<file path="src/rtl/stopwatch_ctrl.sv">
// stopwatch_ctrl
//   Run/pause/lap/clear sequencer for a cascaded decade-digit timer.
//   Divides i_clk into a one-cycle count tick for the least-significant digit,
//   issues a clear pulse to the digit chain and a latch pulse to the display
//   register, and turns the top digit's carry-out into a sticky overflow flag.
//
// Parameters
//   DIV            clk cycles per tick (>= 2); prescaler is $clog2(DIV) bits
//
// Ports
//   i_clk          system clock, all logic on posedge
//   i_rst          synchronous reset, active-high
//   i_btn_ss       start/stop button level (synchronised/debounced)
//   i_btn_lr       lap/reset button level (synchronised/debounced)
//   i_ovf_in       carry-out pulse of the most-significant digit
//   o_tick         count enable to the LS digit, 1-cycle pulse
//   o_cnt_clr      clear for the digit chain, 1-cycle pulse
//   o_lap_latch    capture strobe for the display register, 1-cycle pulse
//   o_display_hold display shows the latched value instead of live digits
//   o_ovf_flag     sticky overflow indicator
//   o_state        IDLE=0, RUN=1, PAUSE=2, LAP=3

module stopwatch_ctrl #(
  parameter int DIV = 100000
) (
  input  logic       i_clk,
  input  logic       i_rst,
  input  logic       i_btn_ss,
  input  logic       i_btn_lr,
  input  logic       i_ovf_in,
  output logic       o_tick,
  output logic       o_cnt_clr,
  output logic       o_lap_latch,
  output logic       o_display_hold,
  output logic       o_ovf_flag,
  output logic [1:0] o_state
);

  localparam int              PW        = $clog2(DIV);
  localparam logic [PW-1:0]   PRESC_MAX = PW'(DIV - 1);

  typedef enum logic [1:0] {
    S_IDLE  = 2'd0,
    S_RUN   = 2'd1,
    S_PAUSE = 2'd2,
    S_LAP   = 2'd3
  } state_t;

  state_t          r_state;
  state_t          w_state_nxt;
  logic [PW-1:0]   r_presc;
  logic [PW-1:0]   w_presc_nxt;
  logic            r_tick;
  logic            w_tick_nxt;
  logic            r_cnt_clr;
  logic            w_cnt_clr_nxt;
  logic            r_lap_latch;
  logic            w_lap_nxt;
  logic            r_hold;
  logic            w_hold_nxt;
  logic            r_ovf;
  logic            w_ovf_nxt;
  logic            w_presc_clr;
  logic            r_ss_d;
  logic            r_lr_d;
  logic            w_ss_e;
  logic            w_lr_e;

  // Rising-edge detect; the delayed copies are forced high in reset so a
  // button held through reset does not register as a press.
  assign w_ss_e = i_btn_ss & ~r_ss_d;
  assign w_lr_e = i_btn_lr & ~r_lr_d;

  // Next-state and pulse decode; ovf_in outranks ss, which outranks lr.
  always_comb begin
    w_state_nxt   = r_state;
    w_cnt_clr_nxt = 1'b0;
    w_lap_nxt     = 1'b0;
    w_hold_nxt    = r_hold;
    w_ovf_nxt     = r_ovf;
    w_presc_clr   = 1'b0;
    case (r_state)
      S_IDLE: begin
        if (w_ss_e) begin
          w_state_nxt = S_RUN;
        end else if (w_lr_e) begin
          w_cnt_clr_nxt = 1'b1;
          w_ovf_nxt     = 1'b0;
        end else begin
          w_state_nxt = S_IDLE;
        end
      end
      S_RUN: begin
        if (i_ovf_in) begin
          w_state_nxt = S_PAUSE;
          w_ovf_nxt   = 1'b1;
        end else if (w_ss_e) begin
          w_state_nxt = S_PAUSE;
        end else if (w_lr_e) begin
          w_state_nxt = S_LAP;
          w_lap_nxt   = 1'b1;
          w_hold_nxt  = 1'b1;
        end else begin
          w_state_nxt = S_RUN;
        end
      end
      S_LAP: begin
        if (i_ovf_in) begin
          w_state_nxt = S_PAUSE;
          w_ovf_nxt   = 1'b1;
          w_hold_nxt  = 1'b0;
        end else if (w_ss_e) begin
          w_state_nxt = S_PAUSE;
          w_hold_nxt  = 1'b0;
        end else if (w_lr_e) begin
          w_state_nxt = S_LAP;
          w_lap_nxt   = 1'b1;
        end else begin
          w_state_nxt = S_LAP;
        end
      end
      S_PAUSE: begin
        if (w_ss_e) begin
          w_state_nxt = S_RUN;
        end else if (w_lr_e) begin
          w_state_nxt   = S_IDLE;
          w_cnt_clr_nxt = 1'b1;
          w_ovf_nxt     = 1'b0;
          w_presc_clr   = 1'b1;
        end else begin
          w_state_nxt = S_PAUSE;
        end
      end
      default: begin
        w_state_nxt = S_IDLE;
      end
    endcase
  end

  // Prescaler: counts on the current state, so a transition in the same cycle
  // still advances it; frozen in PAUSE so a resume loses no fractional time.
  always_comb begin
    w_presc_nxt = r_presc;
    w_tick_nxt  = 1'b0;
    if ((r_state == S_RUN) || (r_state == S_LAP)) begin
      if (r_presc == PRESC_MAX) begin
        w_presc_nxt = '0;
        w_tick_nxt  = 1'b1;
      end else begin
        w_presc_nxt = r_presc + PW'(1);
      end
    end else if ((r_state == S_IDLE) || w_presc_clr) begin
      w_presc_nxt = '0;
    end else begin
      w_presc_nxt = r_presc;
    end
  end

  // State, prescaler and registered outputs.
  always_ff @(posedge i_clk) begin
    if (i_rst) begin
      r_state     <= S_IDLE;
      r_presc     <= '0;
      r_tick      <= 1'b0;
      r_cnt_clr   <= 1'b0;
      r_lap_latch <= 1'b0;
      r_hold      <= 1'b0;
      r_ovf       <= 1'b0;
      r_ss_d      <= 1'b1;
      r_lr_d      <= 1'b1;
    end else begin
      r_state     <= w_state_nxt;
      r_presc     <= w_presc_nxt;
      r_tick      <= w_tick_nxt;
      r_cnt_clr   <= w_cnt_clr_nxt;
      r_lap_latch <= w_lap_nxt;
      r_hold      <= w_hold_nxt;
      r_ovf       <= w_ovf_nxt;
      r_ss_d      <= i_btn_ss;
      r_lr_d      <= i_btn_lr;
    end
  end

  assign o_tick         = r_tick;
  assign o_cnt_clr      = r_cnt_clr;
  assign o_lap_latch    = r_lap_latch;
  assign o_display_hold = r_hold;
  assign o_ovf_flag     = r_ovf;
  assign o_state        = r_state;

endmodule

</file>
<file path="config.mk">
export PLATFORM = sky130hd
export DESIGN_NAME = stopwatch_ctrl
export DESIGN_NICKNAME = d
export VERILOG_FILES = /design/src/rtl/stopwatch_ctrl.sv
export SDC_FILE = /design/constraint.sdc
export NUM_CORES = 1
export LEC_CHECK = 0
export CAP_MARGIN = 20
export CORE_ASPECT_RATIO = 1.75
export CORE_MARGIN = 1
export CORE_UTILIZATION = 52
export CTS_CLUSTER_DIAMETER = 50
export DETAILED_ROUTE_END_ITERATION = 7
export GPL_ROUTABILITY_DRIVEN = 0
export GPL_TIMING_DRIVEN = 0
export PLACE_DENSITY_LB_ADDON = 0.25
export SLEW_MARGIN = 5
export SYNTH_ARGS = -nofsm -noshare
export SYNTH_HDL_FRONTEND = slang
export SYNTH_SLANG_ARGS = --single-unit
export TNS_END_PERCENT = 100
</file>
<file path="constraint.sdc">
create_clock -name i_clk -period 5.6 [get_ports i_clk]
set_input_delay 0.56 -clock i_clk [delete_from_list [all_inputs] [get_ports i_clk]]
set_output_delay 0.56 -clock i_clk [all_outputs]
set_load 0.1 [all_outputs]
</file>
==> reports/results.tsv <==
metric	value	unit
final_common_cell	dfxtp_1	
grt_max_degree	15	
total_power	0.3398	mW
numCtsBuffers	3	
drt_iter0_drc	30	
cts_resized	0	
internal_power	0.2594	mW
synth_flop_cell	dfxtp_1	
fmax	420.4	MHz
cellPowerDensity	236.1	nW/um^2
syn_avg_cell_area	8.121	sq um
globalRouteMet1Util	23.75	%
antenna_found_initial	0	
rsz0062_at_grt	false	
fin_skew	6.694	ps
die_h	66.67	um
wl_per_cell	14.63	um
synth_area_leaders	dfxtp_1, a21oi_1, nor2_1	
final-max-slew-violation-count	0	
vias	1183	
yosys.cell_types.count	40	
crit_family	buffers and inverters	
drc	0	
initial_core_util	54.65	%
seqPwrFrac	55.5	%
drive_gt1_share	8.929	%
hpwl	2205	um
port-buffer-count	11	
synth_edf_count	0	
p_sw	0.08032	mW
placed_cells	189	
synthCells	153	
met3_usage	2.667	%
crit_chain	clkdlybuf4s50_1	
row_count	23	
ys_ff_latch	26	
area_delta_synth_final	15.81	%
final_cells	193	
p_leak	0.4606	nW
cts_tree	yes	
async_flop_share	0	%
cts.sinks	26	
grt_pass1_vias	1148	
final_cell_mix	dfxtp_1, a21oi_1, nor2_1	
slew_headroom	35.40	%
path_max_fanout	4	
fill_cells	210	
track_usage	25.46	%
endpoint_kind	output pin	
cts_root_buffer	clkbuf_8	
crit_type	flop to output pin	
maxCapViolations	0	
clk_latency	270	ps
setup_viol	0	
drt-pass1-iter-count	4	
nets	175	
cp.arrival	1820	ps
path_buf_inv	1	
pwr-share-comb	8.8	%
vias_per_cell	6.130	
use_met2	50.00	%
hold_viol	0	
critPathRequiredTime	5040	ps
htreeDepth	1	
ios	12	
period_share	42.48	%
yosysSeqAreaShare	41.89	%
register_area	520.5	sq um
die_area	2597	sq um
ant_nets	0	
n_antenna_cell	0	
busiest_layer	met2	
wl	2824	um
die_w	38.95	um
pwr-share-clk	35.7	%
ctsHoldBuffers	0	
synth_nets	159	
vdd_drop_max	0.1395	mV
syn-cell-area	1242	sq um
ys_warn_count	0	
post-cts-setup-buffer-count	0	
grt_pass1_wl	4767	um
worst_slew_pin_slew	965.9	ps
clk_pin_slew	90	ps
fin_setup_tns	0	ps
outcome	finished clean	
r2r_slack	3660	ps
swShare	23.64	%
core_area	2273	sq um
holdCritPathClass	flop to flop	
cts_buffer_depth	2	
critPathLaunchType	flop	
multi_input_area	691.9	sq um
overflow	0	
yosysTopAreaCell	dfxtp_1	
max_stage_delay	1150	ps
fin_crit	2379	ps
crit_slowest_cell	clkdlybuf4s50_1	
synth.top_cell.area_share	41.89	%
path summary, 6_finish.rpt:
path,start,endpoint,cells past startpoint
hold reg to reg,r_presc[16],r_presc[16],2
hold / removal,r_presc[16],r_presc[16],2
setup reg to reg,r_presc[5],r_presc[5],5
setup / recovery,o_state[1],o_state[1],1
worst register-to-register path, stage by stage, from the launching register on:
cell and delay, ps:
dfxtp_1 360, or4_4 570, nor4_4 330, a21o_2 290, o21ai_2 80, a22o_2 210
per-stage QoR:
step / area [sq um] / hold slack (ps) / util (%) / setup WS [ps]
floorplan: 1242 / 448.1 / - / 3427
global placement: 1384 / 459.4 / 60.87 / 3257
detailed placement: 1384 / 474.0 / 60.87 / 3223
CTS: 1439 / 491.4 / 63.29 / 3212
global route: 1439 / 516.4 / 63.29 / 3157
finish: 1439 / 482.6 / 63.29 / 3221
area by class of cell:
cell class / count / area share, %
multi-input combinational: 119 / 48.09
sequential: 26 / 36.17
timing repair buffer: 11 / 7.652
clock buffer: 4 / 3.826
tap: 25 / 2.174
buffer: 4 / 1.043
inverter: 4 / 1.043
sequential cells by signal, indices dropped and copies added, names as in the netlist:
| name | count |
|---|---|
| o_cnt_clr | 1 |
| o_display_hold | 1 |
| o_lap_latch | 1 |
| o_ovf_flag | 1 |
| o_state | 2 |
| o_tick | 1 |
| r_lr_d | 1 |
| r_presc | 17 |
| r_ss_d | 1 |
synthesized netlist by cell type (all sizes together) (4+ instances only):
| cell | count |
|---|---|
| dfxtp | 26 |
| a21oi | 17 |
| nor2 | 15 |
| nand2 | 13 |
| o21ai | 11 |
| nand3 | 9 |
| nor3 | 7 |
| nand4 | 5 |
| or3 | 5 |
| clkbuf | 4 |
| inv | 4 |
| nand2b | 4 |
per-layer routing:
layer	share of wire (%)	up-vias
met1	38	557
met2	58	33
met3	2.3	7
met5	0	-
met4	2.3	0
li1	-	586
power groups by stage:
| stage | sequential, mW | combinational, mW | clock [mW] |
|---|---|---|---|
| floorplan | 0.203 | 0.0100 | 0 |
| global placement | 0.193 | 0.0293 | 0 |
| detailed placement | 0.193 | 0.0300 | 0 |
| CTS | 0.189 | 0.0300 | 0.122 |
| global route | 0.189 | 0.0319 | 0.127 |
| finish | 0.189 | 0.0299 | 0.121 |
cell families after synthesis:
kind of cell	after synthesis	synth area share, %
buffers and inverters	8	2.416
adder cells (fa/ha/maj)	1	1.007
AO/OA/AOI/OAI	44	21.96
flip-flops	26	41.89
XOR/XNOR	1	0.7051
AND/OR/NAND/NOR	73	32.02
Note: power is estimated with default switching activity, not from simulation.
==> RTL edit 1, RTL diff (config.mk and constraints unchanged) <==
Set the parameter `DIV` to 200000 (it was 100000).
--- a/src/rtl/stopwatch_ctrl.sv
+++ b/src/rtl/stopwatch_ctrl.sv
@@ -22,5 +22,5 @@
 
 module stopwatch_ctrl #(
-  parameter int DIV = 100000
+  parameter int DIV = 200000
 ) (
   input  logic       i_clk,
Behaviour: same outputs for any inputs over 10 cycles, from zero or initial values and one cycle with i_rst high; that may be too few to reach the edited logic, so the function may still have changed.
==> RTL edit 1 against the original RTL <==
Area after synthesis grew 10%; largest power group unchanged; worst hold slack lost 0.0023 ns; power shrank 0.44%; setup slack lost 0.047 ns; wire length grew 6.0%; cell count grew 3.1%; fmax shrank 1.9%; via count grew 3.6%; design area grew 8.4%; sequential cell count grew 1; clock power shrank 7%.
==> RTL edit 1: results (changes against the original RTL) <==
metric,value,unit,change
WL per Instance,15.04,um,+2.8%
P_clk,0.000113,W,-7%
worst slew pin tran,0.9793,ns,+0.01339 ns
WHS,0.4803,ns,-0.002275 ns
Area after DPL,1515,um^2,+9.5%
Post-synth top cells,"27 x dfxtp_1, 15 x nand2_1, 15 x nor2_1",,
HPWL Detailed,2.255,mm,+2.3%
outcome,"finished, final reports clean",,
GRT Total Usage,24.29,%,-1.2 points
clk_skew,0.003358,ns,-0.003337 ns
CP peak stage delay,1.17,ns,+0.02 ns
Net Sw Power,0.00008292,W,+3.2%
initial DRC count,42,,+40%
Max IR drop VDD,0.2040,mV,+46%
Critical R2R Launch,r_presc[0],,
Syn Nets,164,,+3.1%
post-synthesis sequential area ratio,39.38,%,-2.5 points
vias in the first global route,1161,,+1.1%
worst reg-to-reg path cell count,7,,+2
"Distinct cells, synth",41,,+2.5%
Filler cells,231,,+10%
Layout Nets,180,,+2.9%
reg2reg end,r_presc[8],,
WHS Endpoint,o_display_hold,,
power share of the clock group,33.4,%,-2.3 points
Largest register FFs,18,,+1
Crit Path Max Fanout,6,,+2
==> RTL edit 1: cell count changes after synthesis, moves of 4 or more <==
cell,unedited run,this run
o21ai_0,10,4
mux2i_1,0,5
o21ai_1,0,4
nor3b_1,0,5
or3_1,5,0
nor3_1,7,3
==> RTL edit 1: worst max path at each step <==
stage	cells past startpoint	startpoint	slack (ns)	end
CTS	1	o_state[0]	3.17	o_state[0]
floorplan	5	o_state[0]	3.63	r_presc[3]
finish	1	o_state[0]	3.17	o_state[0]
detailed placement	7	i_btn_lr	3.23	r_presc[2]
global route	1	o_state[0]	3.15	o_state[0]
global placement	7	i_btn_lr	3.25	r_presc[5]
==> RTL edit 1: worst min-delay path: cells and delay by family, from the launching register on <==
| family | cells | cell delay, ns |
|---|---|---|
| DFF | 1 | 0.33 |
| AOI/OAI and AO/OA | 1 | 0.05 |
| and+or+nand+nor | 1 | 0.05 |
==> RTL edit 1: kinds of logic (layout without fill, tap and decap cells) <==
kind of cell / after synthesis / count (layout) / share of synthesized area, %
and+or+nand+nor: 75 / 75 / 32.72
AOI/OAI and AO/OA: 36 / 36 / 17.23
DFF: 27 / 27 / 39.38
buffers and inverters: 11 / 26 / 4.193
muxes: 5 / 5 / 3.646
xor gates and xnor gates: 3 / 3 / 1.915
adders and majority gates: 1 / 1 / 0.9114
==> RTL edit 1: per-layer routing <==
layer	vias up	wire, um	global-route usage (%)
met5	-	0	0
met4	0	77	11.48
met2	20	1681	43.75
met1	597	1157	23.42
li1	601	-	-
met3	7	77	4.127
==> RTL edit 1: cell type report <==
type                    instances  area, um^2  area share [%]
flip-flops and latches         27       540.5           34.64
clock buffers                   4       45.04           2.887
well taps                      26       32.53           2.085
multi-input cells             120       774.5           49.64
inverters                       3       11.26          0.7217
repair buffers                 11       110.1           7.057
plain buffers                   8       46.29           2.967
==> RTL edit 2, RTL diff (same settings) <==
Made on the original files. Add an input register stage for `i_btn_ss`, `i_btn_lr` and `i_ovf_in`, with the module's reset; this delays them by one clock.
--- a/src/rtl/stopwatch_ctrl.sv
+++ b/src/rtl/stopwatch_ctrl.sv
@@ -47,4 +47,20 @@
   } state_t;
 
+  logic i_btn_ss_q;
+  logic i_btn_lr_q;
+  logic i_ovf_q;
+
+  always_ff @(posedge i_clk) begin
+    if (i_rst) begin
+      i_btn_ss_q <= '0;
+      i_btn_lr_q <= '0;
+      i_ovf_q    <= '0;
+    end else begin
+      i_btn_ss_q <= i_btn_ss;
+      i_btn_lr_q <= i_btn_lr;
+      i_ovf_q    <= i_ovf_in;
+    end
+  end
+
   state_t          r_state;
   state_t          w_state_nxt;
@@ -69,6 +85,6 @@
   // Rising-edge detect; the delayed copies are forced high in reset so a
   // button held through reset does not register as a press.
-  assign w_ss_e = i_btn_ss & ~r_ss_d;
-  assign w_lr_e = i_btn_lr & ~r_lr_d;
+  assign w_ss_e = i_btn_ss_q & ~r_ss_d;
+  assign w_lr_e = i_btn_lr_q & ~r_lr_d;
 
   // Next-state and pulse decode; ovf_in outranks ss, which outranks lr.
@@ -92,5 +108,5 @@
       end
       S_RUN: begin
-        if (i_ovf_in) begin
+        if (i_ovf_q) begin
           w_state_nxt = S_PAUSE;
           w_ovf_nxt   = 1'b1;
@@ -106,5 +122,5 @@
       end
       S_LAP: begin
-        if (i_ovf_in) begin
+        if (i_ovf_q) begin
           w_state_nxt = S_PAUSE;
           w_ovf_nxt   = 1'b1;
@@ -177,6 +193,6 @@
       r_hold      <= w_hold_nxt;
       r_ovf       <= w_ovf_nxt;
-      r_ss_d      <= i_btn_ss;
-      r_lr_d      <= i_btn_lr;
+      r_ss_d      <= i_btn_ss_q;
+      r_lr_d      <= i_btn_lr_q;
     end
   end
Formal check against the unedited RTL: not equivalent (a bounded check fails within 4 cycles, from zero or initial values and one cycle with i_rst high).
==> RTL edit 2 against the original RTL <==
Clock skew down 0.0014 ns; setup slack worse by 0.045 ns; global-route usage up 2.1 points; sequential cell count up 3; wire length up 7.0%; sequential share of layout area up 2.0 points; design area up 5.7%; area after synthesis up 4.3%; count of clock-buffer cells in the layout up 2; die area up 4.1%; power up 18%.
==> RTL edit 2: results (changes against the original RTL) <==
metric,value,unit,change
met3 WL post-DR,112,um,+70%
worst skew pair latency,0.29,ns,+0.02 ns
Post-Synth Adder-Cell Area,0.9653,%,-0.042 points
DRT Wirelength,3.023,mm,+7.0%
area of the multi-input gates,674.4,um^2,-2.5%
M1 WL,1.129,mm,+6.4%
GRT Total Usage,27.53,%,+2.1 points
WHS,0.4397,ns,-0.04293 ns
routed wl met2,1.664,mm,+2.0%
Compound-Gate Fraction of Synth Area,13.80,%,-8.2 points
htree depth,2,,+1
fraction of layout cells with a size suffix above 1,7.386,%,-1.5 points
Non-clock buffering overhead,8.971,%,+0.28 points
clk_skew,0.005344,ns,-0.001350 ns
met2 usage in global routing,49.80,%,-0.20 points
WL per Instance,15.04,um,+2.8%
Area contributors post-synth,"dfxtp_1 45%, o21ai_0 5.0%, nand3_1 4.6%",,
outcome,"finished, final reports clean",,
Max IR drop VDD,0.2054,mV,+47%
min-delay src,i_btn_lr_q,,
post-synthesis sequential area ratio,44.79,%,+2.9 points
Hold Crit Depth,1,,-1
"Buffers, non-clock",16,,+1
largest net degree at the start of global routing,11,,-4
critical path arrival,1.86,ns,+0.04 ns
WHS Endpoint,r_lr_d,,
"Distinct cells, synth",32,,-20%
Clock buf/inv share,5.432,%,+1.6 points
Critical R2R Launch,r_presc[0],,
"Reg clk slew, reported paths",0.06,ns,-0.03 ns
final core utilization,65.22,%,+1.9 points
Area after DPL,1438,um^2,+3.9%
P_int,0.0003033,W,+17%
clock buffer count,6,,+2
Synth Area in XOR/XNOR,2.027,%,+1.3 points
Leak,0.5040,nW,+9.4%
Crit Path Max Fanout,5,,+1
met3 usage,9.416,%,+6.7 points
mux cell area share after synthesis,0.7722,%,+0.77 points
reg2reg end,r_presc[15],,
vias in the first global route,1164,,+1.4%
Layout Nets,181,,+3.4%
CP peak stage delay,1.17,ns,+0.02 ns
fraction of area in multi-input gates,44.36,%,-3.7 points
met1 usage,22.36,%,-1.4 points
worst reg-to-reg path cell count,6,,+1
cts bufs inserted,5,,+2
r2r setup slk,3.33,ns,-0.33 ns
Post-synth top cells,"29 x dfxtp_1, 14 x nand2_1, 14 x nor2_1",,
Syn Area/Cell,8.256,um^2,+1.7%
placed instance count,193,,+2.1%
HPWL Detailed,2.177,mm,-1.3%
Seq. cell area,580.6,um^2,+12%
Filler cells,211,,+0.48%
# Post-CTS Setup Buffers,0,,unchanged
RTL edit 2: cell types whose count changed after synthesis, moves of 2 or more:
cell       unedited run  this run
nor2b_1               3         7
nand4bb_1             0         2
dfxtp_1              26        29
a21oi_1              16        11
o21ai_1               0         2
a211oi_1              2         0
nor4_1                1         3
a21o_1                2         0
or2_1                 0         2
nand3_1               9        12
o21ai_0              10        13
a22oi_1               0         2
RTL edit 2: power by group through the flow:
stage / Clock (W) / Sequential (W) / Combinational [W]
final: 0.000166 / 0.000212 / 0.0000219
after floorplan: 0 / 0.000221 / 0.00000910
after detailed placement: 0 / 0.000216 / 0.0000219
after CTS: 0.000167 / 0.000212 / 0.0000220
after global routing: 0.000175 / 0.000212 / 0.0000235
after global placement: 0 / 0.000216 / 0.0000214
